### src/rtl/cdc_pkg.sv
// rtl/cdc_pkg.sv - shared types and constants for the toggle CDC receiver
package cdc_pkg;

    // Receiver handshake states: waiting for a new toggle, or holding a captured word
    typedef enum logic {
        IDLE = 1'b0,
        HOLD = 1'b1
    } cdc_state_t;

    localparam int SYNC_STAGES_DEFAULT = 2;
    localparam int SYNC_MIN            = 2;
    localparam int SYNC_MAX            = 4;

endpackage

### src/rtl/sync_nff.sv
// rtl/sync_nff.sv - single-bit N-flop synchronizer
module sync_nff #(
    parameter int STAGES = 2
) (
    input  logic clk2,
    input  logic rst2_n,
    input  logic d,
    output logic q
);

    logic [STAGES-1:0] chain;

    // Shift the asynchronous bit through the flop chain; only the last stage is used
    always_ff @(posedge clk2 or negedge rst2_n) begin
        if (!rst2_n) begin
            chain <= '0;
        end else begin
            chain <= {chain[STAGES-2:0], d};
        end
    end

    assign q = chain[STAGES-1];

endmodule

### src/rtl/cdc_toggle_rx.sv
// rtl/cdc_toggle_rx.sv - destination-side receiver for a two-phase toggle crossing
module cdc_toggle_rx
    import cdc_pkg::*;
#(
    parameter int DATA_W      = 8,
    parameter int SYNC_STAGES = SYNC_STAGES_DEFAULT
) (
    input  logic              clk2,
    input  logic              rst2_n,
    input  logic              req_tgl_async,
    input  logic [DATA_W-1:0] data_async,
    output logic              ack_tgl,
    output logic              out_valid,
    output logic [DATA_W-1:0] out_data,
    input  logic              out_ready,
    output logic              busy,
    output logic              proto_err
);

    if (SYNC_STAGES < SYNC_MIN || SYNC_STAGES > SYNC_MAX) begin : g_bad_sync_stages
        $error("cdc_toggle_rx: SYNC_STAGES out of legal range");
    end

    cdc_state_t        state;
    cdc_state_t        state_n;
    logic              req_s;
    logic              req_last;
    logic              req_last_n;
    logic              ack_n;
    logic              valid_n;
    logic [DATA_W-1:0] data_n;
    logic              busy_n;
    logic              err_n;
    logic              event_seen;
    logic              handshake;

    // The request toggle is the only control that crosses into clk2
    sync_nff #(
        .STAGES (SYNC_STAGES)
    ) u_req_sync (
        .clk2   (clk2),
        .rst2_n (rst2_n),
        .d      (req_tgl_async),
        .q      (req_s)
    );

    assign event_seen = (req_s != req_last);
    assign handshake  = out_valid && out_ready;

    // Next-state and next-output decode; every register holds unless a transition updates it
    always_comb begin
        state_n    = state;
        req_last_n = req_last;
        ack_n      = ack_tgl;
        valid_n    = out_valid;
        data_n     = out_data;
        busy_n     = busy;
        err_n      = proto_err;
        unique case (state)
            IDLE: begin
                if (event_seen) begin
                    // data_async has been stable since before the toggle entered the synchronizer
                    data_n  = data_async;
                    valid_n = 1'b1;
                    busy_n  = 1'b1;
                    state_n = HOLD;
                end
            end
            HOLD: begin
                // In HOLD req_s should sit at the opposite phase of req_last; a return
                // means the source toggled again before seeing the ack
                if (req_s == req_last) begin
                    err_n = 1'b1;
                end
                if (handshake) begin
                    valid_n    = 1'b0;
                    busy_n     = 1'b0;
                    ack_n      = ~ack_tgl;
                    req_last_n = req_s;
                    state_n    = IDLE;
                end
            end
            default: begin
                state_n = IDLE;
            end
        endcase
    end

    // State and all outputs are registered so the ack crossing is driven straight from a flop
    always_ff @(posedge clk2 or negedge rst2_n) begin
        if (!rst2_n) begin
            state     <= IDLE;
            req_last  <= 1'b0;
            ack_tgl   <= 1'b0;
            out_valid <= 1'b0;
            out_data  <= '0;
            busy      <= 1'b0;
            proto_err <= 1'b0;
        end else begin
            state     <= state_n;
            req_last  <= req_last_n;
            ack_tgl   <= ack_n;
            out_valid <= valid_n;
            out_data  <= data_n;
            busy      <= busy_n;
            proto_err <= err_n;
        end
    end

endmodule

### config.mk
export PLATFORM = sky130hd
export DESIGN_NAME = cdc_toggle_rx
export DESIGN_NICKNAME = d
export VERILOG_FILES = /design/src/rtl/cdc_pkg.sv /design/src/rtl/sync_nff.sv /design/src/rtl/cdc_toggle_rx.sv
export SDC_FILE = /design/constraint.sdc
export NUM_CORES = 1
export LEC_CHECK = 0
export CAP_MARGIN = 20
export CORE_AREA = 10 10 48 50
export CTS_CLUSTER_SIZE = 30
export DETAILED_ROUTE_END_ITERATION = 10
export DIE_AREA = 0 0 58 60
export PLACE_DENSITY = 0.76
export SLEW_MARGIN = 20
export SYNTH_ARGS = -nofsm -noshare
export SYNTH_HDL_FRONTEND = slang
export SYNTH_SLANG_ARGS = --single-unit
### constraint.sdc
create_clock -name clk2 -period 2.9 [get_ports clk2]
set_clock_uncertainty 0.2 [all_clocks]
set_input_delay 0.58 -clock clk2 [delete_from_list [all_inputs] [get_ports clk2]]
set_output_delay 0.58 -clock clk2 [all_outputs]
set_load 0.01 [all_outputs]
Yosys cells after proc, flatten, opt, wreduce, memory -nomap -nowiden --
Cells that the tools add are included. Widths: inputs -> output; s select.
Cells by class: muxes and demuxes 6, reduce and logical (&&, ||, !) cells 5, bitwise operators 2, equal/unequal tests 4
Operator list (count):
- $reduce_and 2->1 | 4
- $mux 1 | 4
- $pmux 1 s2 | 2
- $ne 2x1->1 const B | 1
- $ne 2x2->1 const B | 1
- $not 1->1 | 2
- $eq 1x1->1 | 1
- $logic_and 1x1->1 | 1
- $ne 1x1->1 | 1
Word-level totals: flip-flop bits (word level) 15, bits of input ports 12

Logic depth before layout (Yosys ltp) --
Gate-level depths: netlist of the first run.
depth in word-level cells 3, depth in mapped cells 3, gate-level depth less buffers 3

Hierarchy --
From an unflattened synthesis of the first run, not the netlist that was laid out.
Second synthesis, totals: cell total of the unflattened synthesis 35, area, all modules 556.8 sq um
Modules (own cells, without submodules):
- cdc_toggle_rx | instances 1, area each 506.7 sq um, seq. area each 325.3 sq um, cells an instance 33
- sync_nff | instances 1, area each 50.0 sq um, seq. area each 50.0 sq um, cells an instance 2

Least setup slack after synthesis of the first run --
OpenSTA, ideal clock, no wires.
path kind register to register, start register req_last, end register out_data[0], period minus slack after synthesis 1410 ps, required time 2575 ps, setup time 125 ps, arrival 1086 ps, slack 1490 ps, path buffers 0, cell stages (with the launch flop) 4, cell sequence dfrtp_1 > xnor2_1 > nor2_4 > mux2_2
On the way: cells in the longest elaborated chain, start to end 2
Ends and longest elaborated chain:
- start, declared | RTL line cdc_toggle_rx.sv:27 | logic req_last;
- start signal, assigned | RTL line cdc_toggle_rx.sv:101 | req_last <= req_last_n;
- $ne 1x1->1 | RTL line cdc_toggle_rx.sv:47 | assign event_seen = (req_s != req_last);
- $reduce_and 2->1 (no line)
- end signal, assigned | RTL line cdc_toggle_rx.sv:104 | out_data <= data_n;
- end, declared | RTL line cdc_toggle_rx.sv:14 | output logic [DATA_W-1:0] out_data,
No other way between the ends. A chain may end at the register's enable or synchronous reset.

Worst setup path after layout of the first run --
start register busy, end output busy
RTL lines:
- start, declared | RTL line cdc_toggle_rx.sv:16 | output logic busy,
- start signal, assigned | RTL line cdc_toggle_rx.sv:105 | busy <= busy_n;
No word-level cell between the ends.

==> impl_metrics.toml, run 1 <==
[placement]
routabilityCongestion = 0.678
hpwl_um = 927
place_ws_ns = 1.06
place_inst = 73
port_buffers = 23

[timing]
worst_slack_ns = 0.874
hold_viol = 0
fin_crit_ns = 2.03
drv_slew = 0
fin_hold_ws_ns = 0.164
min_period_over_period_pct = 69.9
fmax_mhz = 493
relSlewSlack_pct = 55.0
finalSetupViolations = 0
worstMarginPinSlew_ns = 0.672
fin_setup_tns_ns = 0
rsz0062_at_grt = "no"

[clock_tree]
cts_tree = "yes"
root_buffer = "clkbuf_4"
cts_buffers = 3
clock_path_buffers = 2
cts_hold_buf = 0
path_clk_slew_ns = 0.08
cts_resized = 0
cts_setup_buffers = 0
clk_latency_ns = 0.27
htreeDepth = 1
clkSinkCount = 15

[final_layout]
nets = 74
final_cells = 77
seq_area_um2 = 375
multi_input_area_um2 = 170
drive_above_1_share_pct = 23.0
antenna_cells = 0
nFillCells = 131
syn_to_final_growth_pct = 48.3

[route]
vias = 360
drt-vias-per-instance = 4.68
first_iter_violations = 0
drc = 0
drt.antenna.violating_nets = 0
wire_per_inst_um = 15.1
dr.pass1.iters = 1
wl_um = 1160

[critical_path]
crit_type = "flip-flop to output pin"
critical-path-max-stage-delay_ns = 0.57
r2r-start = "u_req_sync.chain[1]"
path_buf_inv = 1
critPathRequiredTime_ns = 2.12
crit_family = "buffers and inverters"
worstSetupStartpointType = "flip-flop"
rr_endpoint = "out_data[7]"
cp-end-kind = "output pin"
cp_cell_sequence = "clkdlybuf4s50_1"
reg2reg_depth = 3
rrSetupSlack_ns = 1.39
crit_slowest_cell = "clkdlybuf4s50_1"
critPathMaxFanout = 5
arrival_ns = 1.25

[hold_path]
worstHoldStart = "u_req_sync.chain[0]"
worst_hold_path.endpoint = "u_req_sync.chain[1]"
hp-class = "flip-flop to flip-flop"
hold_depth = 0

[power]
pwr-share-seq_pct = 42.4
fin_total_pwr_uw = 843
intPower_uw = 588
pwr-share-comb_pct = 44.0
switching_share_pct = 30.2
power_density_nw_per_um2 = 1020
ir_worst_vdd_mv = 0.441
switchingPower_uw = 255
p_clk_share_pct = 13.6
p_leak_uw = 0.000332

[global_routing]
grt_overflow_total = 0
grt_max_degree = 16
grt_pass1_wl_um = 1890
grt_usage_pct = 6.94
grt_pass1_vias = 422
antenna_found_initial = 0

[synth]
synth.avg_cell_area_um2 = 15.9
synth-seq-area-share_pct = 67.4
synth_seq_cells = 15
synth_area_leaders = "dfrtp_1 67%, mux2_2 18%, xnor2_1 3.1%, nor2_4 2.0%, a21o_2 1.6%"
synth_top_family_by_area = "multiplexers"
synth-simple-area-share_pct = 3.60
synth.distinct_cells = 12
synth_compound_area_share_pct = 4.04
synth_top_area_cell = "dfrtp_1"
yosys_warnings = 0
synthMuxAreaShare_pct = 18.2
synth_top_area_share_pct = 67.4
synthAdderAreaFrac_pct = 0
synth-xor-area-share_pct = 4.72
synth_cells = 35
syn_area_um2 = 557
synth.net_count = 47

[floorplan]
initial_core_util_pct = 38.8
die_area_um2 = 3480
ioPinCount = 24
coreArea_um2 = 1440
die_y_um = 60
num_rows = 14
die_w_um = 58

[run_status]
status = "finished, final reports clean"

[run]
cap_violations = 0
-- power by group through the flow --
stage | registers (uW) | logic (uW) | clock network, uW
5_1_grt | 370 | 400 | 129
6_report | 357 | 371 | 115
2_1_floorplan | 392 | 151 | 0
4_1_cts | 360 | 381 | 120
3_3_place_gp | 357 | 373 | 0
3_5_place_dp | 364 | 380 | 0
-- cell usage after synthesis --
cell      n
nor2_1    1
xnor2_1   2
xor2_1    1
a21o_2    1
buf_4     1
dfrtp_1  15
inv_1     1
o22ai_1   1
mux2_2    9
nand3_1   1
o21a_1    1
nor2_4    1
-- registers in the layout (all words and copies together) (netlist names) --
register,cells
proto_err,1
ack_tgl,1
u_req_sync.chain,2
req_last,1
state,1
out_data,8
busy,1
-- cell usage in the layout, fill, tap and decap left out, drive strengths merged, types with 2 or more instances in the layout --
| cell type | Yosys | final |
|---|---|---|
| nor2 | 2 | 2 |
| mux2 | 9 | 9 |
| xnor2 | 2 | 2 |
| clkbuf | 0 | 4 |
| dfrtp | 15 | 15 |
| clkdlybuf4s50 | 0 | 23 |
-- through the flow --
| stage | instance area, um2 | utilization [%] |
|---|---|---|
| global route | 826 | 57.5 |
| global placement | 800 | 55.7 |
| floorplan | 557 | - |
| finish | 826 | 57.5 |
| detailed placement | 800 | 55.7 |
| CTS | 826 | 57.5 |
-- layout make-up --
class                   instances  area share [%]
clock buffers                   4            3.18
well taps                      16            2.42
repair buffers                 23            27.9
multi-input cells              18            20.6
inverters                       1           0.455
flip-flops and latches         15            45.5
-- worst reg2reg max path, cell delays in order (launching register included) --
cell and delay (ns):
dfrtp_1 0.42, xnor2_1 0.18, nor2_4 0.23, mux2_2 0.37
-- worst max path at each step --
stage	start	to	slack, ns	cells after the start
2_1_floorplan	req_last	out_data[0]	1.49	3
3_3_place_gp	out_ready	req_last	1.08	3
3_5_place_dp	out_ready	req_last	1.06	3
4_1_cts	busy	busy	0.86	1
5_1_grt	busy	busy	0.82	1
6_report	busy	busy	0.87	1
-- cell families (layout without fill, tap and decap cells) --
kind of cell,Yosys count,count (layout)
buffers and inverters,2,28
DFF,15,15
xor gates and xnor gates,3,3
AOI/OAI and AO/OA,3,3
muxes,9,9
and+or+nand+nor,3,3
-- metal layers --
| layer | vias up | track usage, % | wire [um] |
|---|---|---|---|
| li1 | 172 | - | - |
| met1 | 173 | 7.18 | 430 |
| met5 | - | 0 | 0 |
| met4 | 0 | 4.03 | 14 |
| met3 | 2 | 2.75 | 99 |
| met2 | 13 | 11.7 | 615 |
(Power assumes the default switching activity.)
==> run 2: changes to the inputs <==
--- a/config.mk
+++ b/config.mk
@@ -6,11 +6,11 @@
 export NUM_CORES = 1
 export LEC_CHECK = 0
 export CAP_MARGIN = 20
-export CORE_AREA = 10 10 48 50
+export CORE_AREA = 10 10 51 53
 export CTS_CLUSTER_SIZE = 30
 export DETAILED_ROUTE_END_ITERATION = 10
-export DIE_AREA = 0 0 58 60
-export PLACE_DENSITY = 0.76
+export DIE_AREA = 0 0 61 63
+export PLACE_DENSITY = 0.69
 export SLEW_MARGIN = 20
 export SYNTH_ARGS = -nofsm -noshare
 export SYNTH_HDL_FRONTEND = slang
==> constraint.sdc (replaced) <==
create_clock -name clk2 -period 1.8 [get_ports clk2]
set_clock_uncertainty 0.2 [all_clocks]
set_input_delay 0.36 -clock clk2 [delete_from_list [all_inputs] [get_ports clk2]]
set_output_delay 0.36 -clock clk2 [all_outputs]
set_load 0.01 [all_outputs]
==> impl_metrics.toml, run 2 (synthesis results as in run 1) <==
[run]
cap_violations = 0

[final_layout]
finish.utilization_pct = 50.6
regMostFlops = "out_data"
largest_reg_flops = 8
drive_above_1_share_pct = 24.2
final_cells = 79
reg.largest.list = "out_data (8), u_req_sync.chain (2)"
mostFrequentLayoutCell = "clkdlybuf4s50_1"
seq_area_um2 = 375
mostFrequentLayoutCells = "18 x clkdlybuf4s50_1, 15 x dfrtp_1, 9 x mux2_2, 3 x clkbuf_4, 3 x dlygate4sd2_1"
multi_input_area_um2 = 170
nets = 75
antenna_cells = 0
syn_to_final_growth_pct = 50.1
nFillCells = 152

[clock_tree]
clock_path_buffers = 2
cts_setup_buffers = 0
cts_tree = "yes"
htreeDepth = 1
cts_buffers = 3
clkSinkCount = 15
path_clk_slew_ns = 0.08
clk_latency_ns = 0.28
root_buffer = "clkbuf_4"

[timing]
relSlewSlack_pct = 77.0
min_period_over_period_pct = 96.8
worstMarginPinSlew_ns = 0.342
finalSetupViolations = 0
fin_crit_ns = 1.74
fin_setup_tns_ns = 0
hold_viol = 0
fmax_mhz = 574
rsz0062_at_grt = "no"
drv_slew = 0

[route]
vias = 369
drt-vias-per-instance = 4.67
drt.antenna.violating_nets = 0
first_iter_violations = 1
wire_per_inst_um = 15.0
drc = 0
dr.pass1.iters = 2
wl_um = 1180

[global_routing]
grt_pass1_wl_um = 1860
grt_overflow_total = 0
grt_usage_pct = 6.68
grt_max_degree = 16
grt_pass1_vias = 397
antenna_found_initial = 0

[floorplan]
coreArea_um2 = 1650
die_w_um = 61
initial_core_util_pct = 33.7
num_rows = 15
ioPinCount = 24
die_area_um2 = 3840
die_y_um = 63

[critical_path]
cp_cell_sequence = "clkdlybuf4s50_1"
crit_slowest_cell = "clkdlybuf4s50_1"
rrSetupSlack_ns = 0.27
arrival_ns = 1.18
path_buf_inv = 1
worstSetupStartpointType = "flip-flop"
reg2reg_depth = 3
critPathMaxFanout = 2
critical-path-max-stage-delay_ns = 0.55
cp-end-kind = "output pin"
rr_endpoint = "out_data[4]"
crit_type = "flip-flop to output pin"
critPathRequiredTime_ns = 1.24
crit_family = "buffers and inverters"
r2r-start = "req_last"

[run_status]
status = "finished, final reports clean"

[power]
p_leak_uw = 0.000367
ir_worst_vdd_mv = 0.782
power_density_nw_per_um2 = 1600

[hold_path]
hp-class = "flip-flop to flip-flop"
worst_hold_path.endpoint = "u_req_sync.chain[1]"
hold_depth = 0
worstHoldStart = "u_req_sync.chain[0]"

[placement]
routabilityCongestion = 0.652
hpwl_um = 916
place_inst = 75
port_buffers = 23
## run 2: cell count changes in the layout (fill, tap and decap cells not counted), sizes merged
| cell | delta |
|---|---|
| clkdlybuf4s50 | -5 |
| buf | +1 |
| dlymetal6s2s | +2 |
| dlygate4sd2 | +3 |
## run 2: final cells by class
cell class	instances	area share, %
clock buffers	4	3.14
inverters	1	0.449
multi-input cells	18	20.4
flip-flops and latches	15	44.9
well taps	17	2.54
repair buffers	24	28.6
## run 2: how the worst max path moves through the flow
stage                 from  depth (start not counted)           to
2_1_floorplan     req_last                          3  out_data[0]
3_3_place_gp     out_ready                          3     req_last
3_5_place_dp     out_ready                          3     req_last
4_1_cts        out_data[1]                          1  out_data[1]
5_1_grt        out_data[0]                          1  out_data[0]
6_report       out_data[0]                          1  out_data[0]
## run 2: metal layers
| metal | global-route usage [%] | up-vias | wire length (um) |
|---|---|---|---|
| met5 | 0 | - | 0 |
| met4 | 3.30 | 0 | 29 |
| met3 | 5.28 | 5 | 125 |
| met2 | 10.2 | 13 | 620 |
| met1 | 6.18 | 180 | 406 |
| li1 | - | 171 | - |
## run 2: per-stage QoR
step / total power [uW] / area, um2 / setup slack [ns] / hold WS [ns]
floorplan: 874 / 557 / 0.390 / -0.136
global placement: 1180 / 808 / 0.201 / 0.134
detailed placement: 1200 / 808 / 0.166 / 0.135
CTS: 1370 / 831 / 0.0297 / 0.154
global route: 1430 / 836 / 0.00615 / 0.162
finish: 1330 / 836 / 0.0581 / 0.152
## run 2: repair_timing
item | in CTS | in global routing
gates resized for setup | 3 | 2
hold buffers | 0 | 0
setup endpoints to repair | 3 | 2
## run 2: power breakdown
part           switching, uW  internal, uW
Combinational            217           354
Sequential              93.7           479
Clock                    105          86.2
Total                    415           919
==> run 3: changes to the inputs <==
--- a/config.mk
+++ b/config.mk
@@ -15,3 +15,4 @@
 export SYNTH_ARGS = -nofsm -noshare
 export SYNTH_HDL_FRONTEND = slang
 export SYNTH_SLANG_ARGS = --single-unit
+export TNS_END_PERCENT = 10
==> results of run 3 <==
Same layout as run 2: the final DEF is identical, and so are final timing and power.
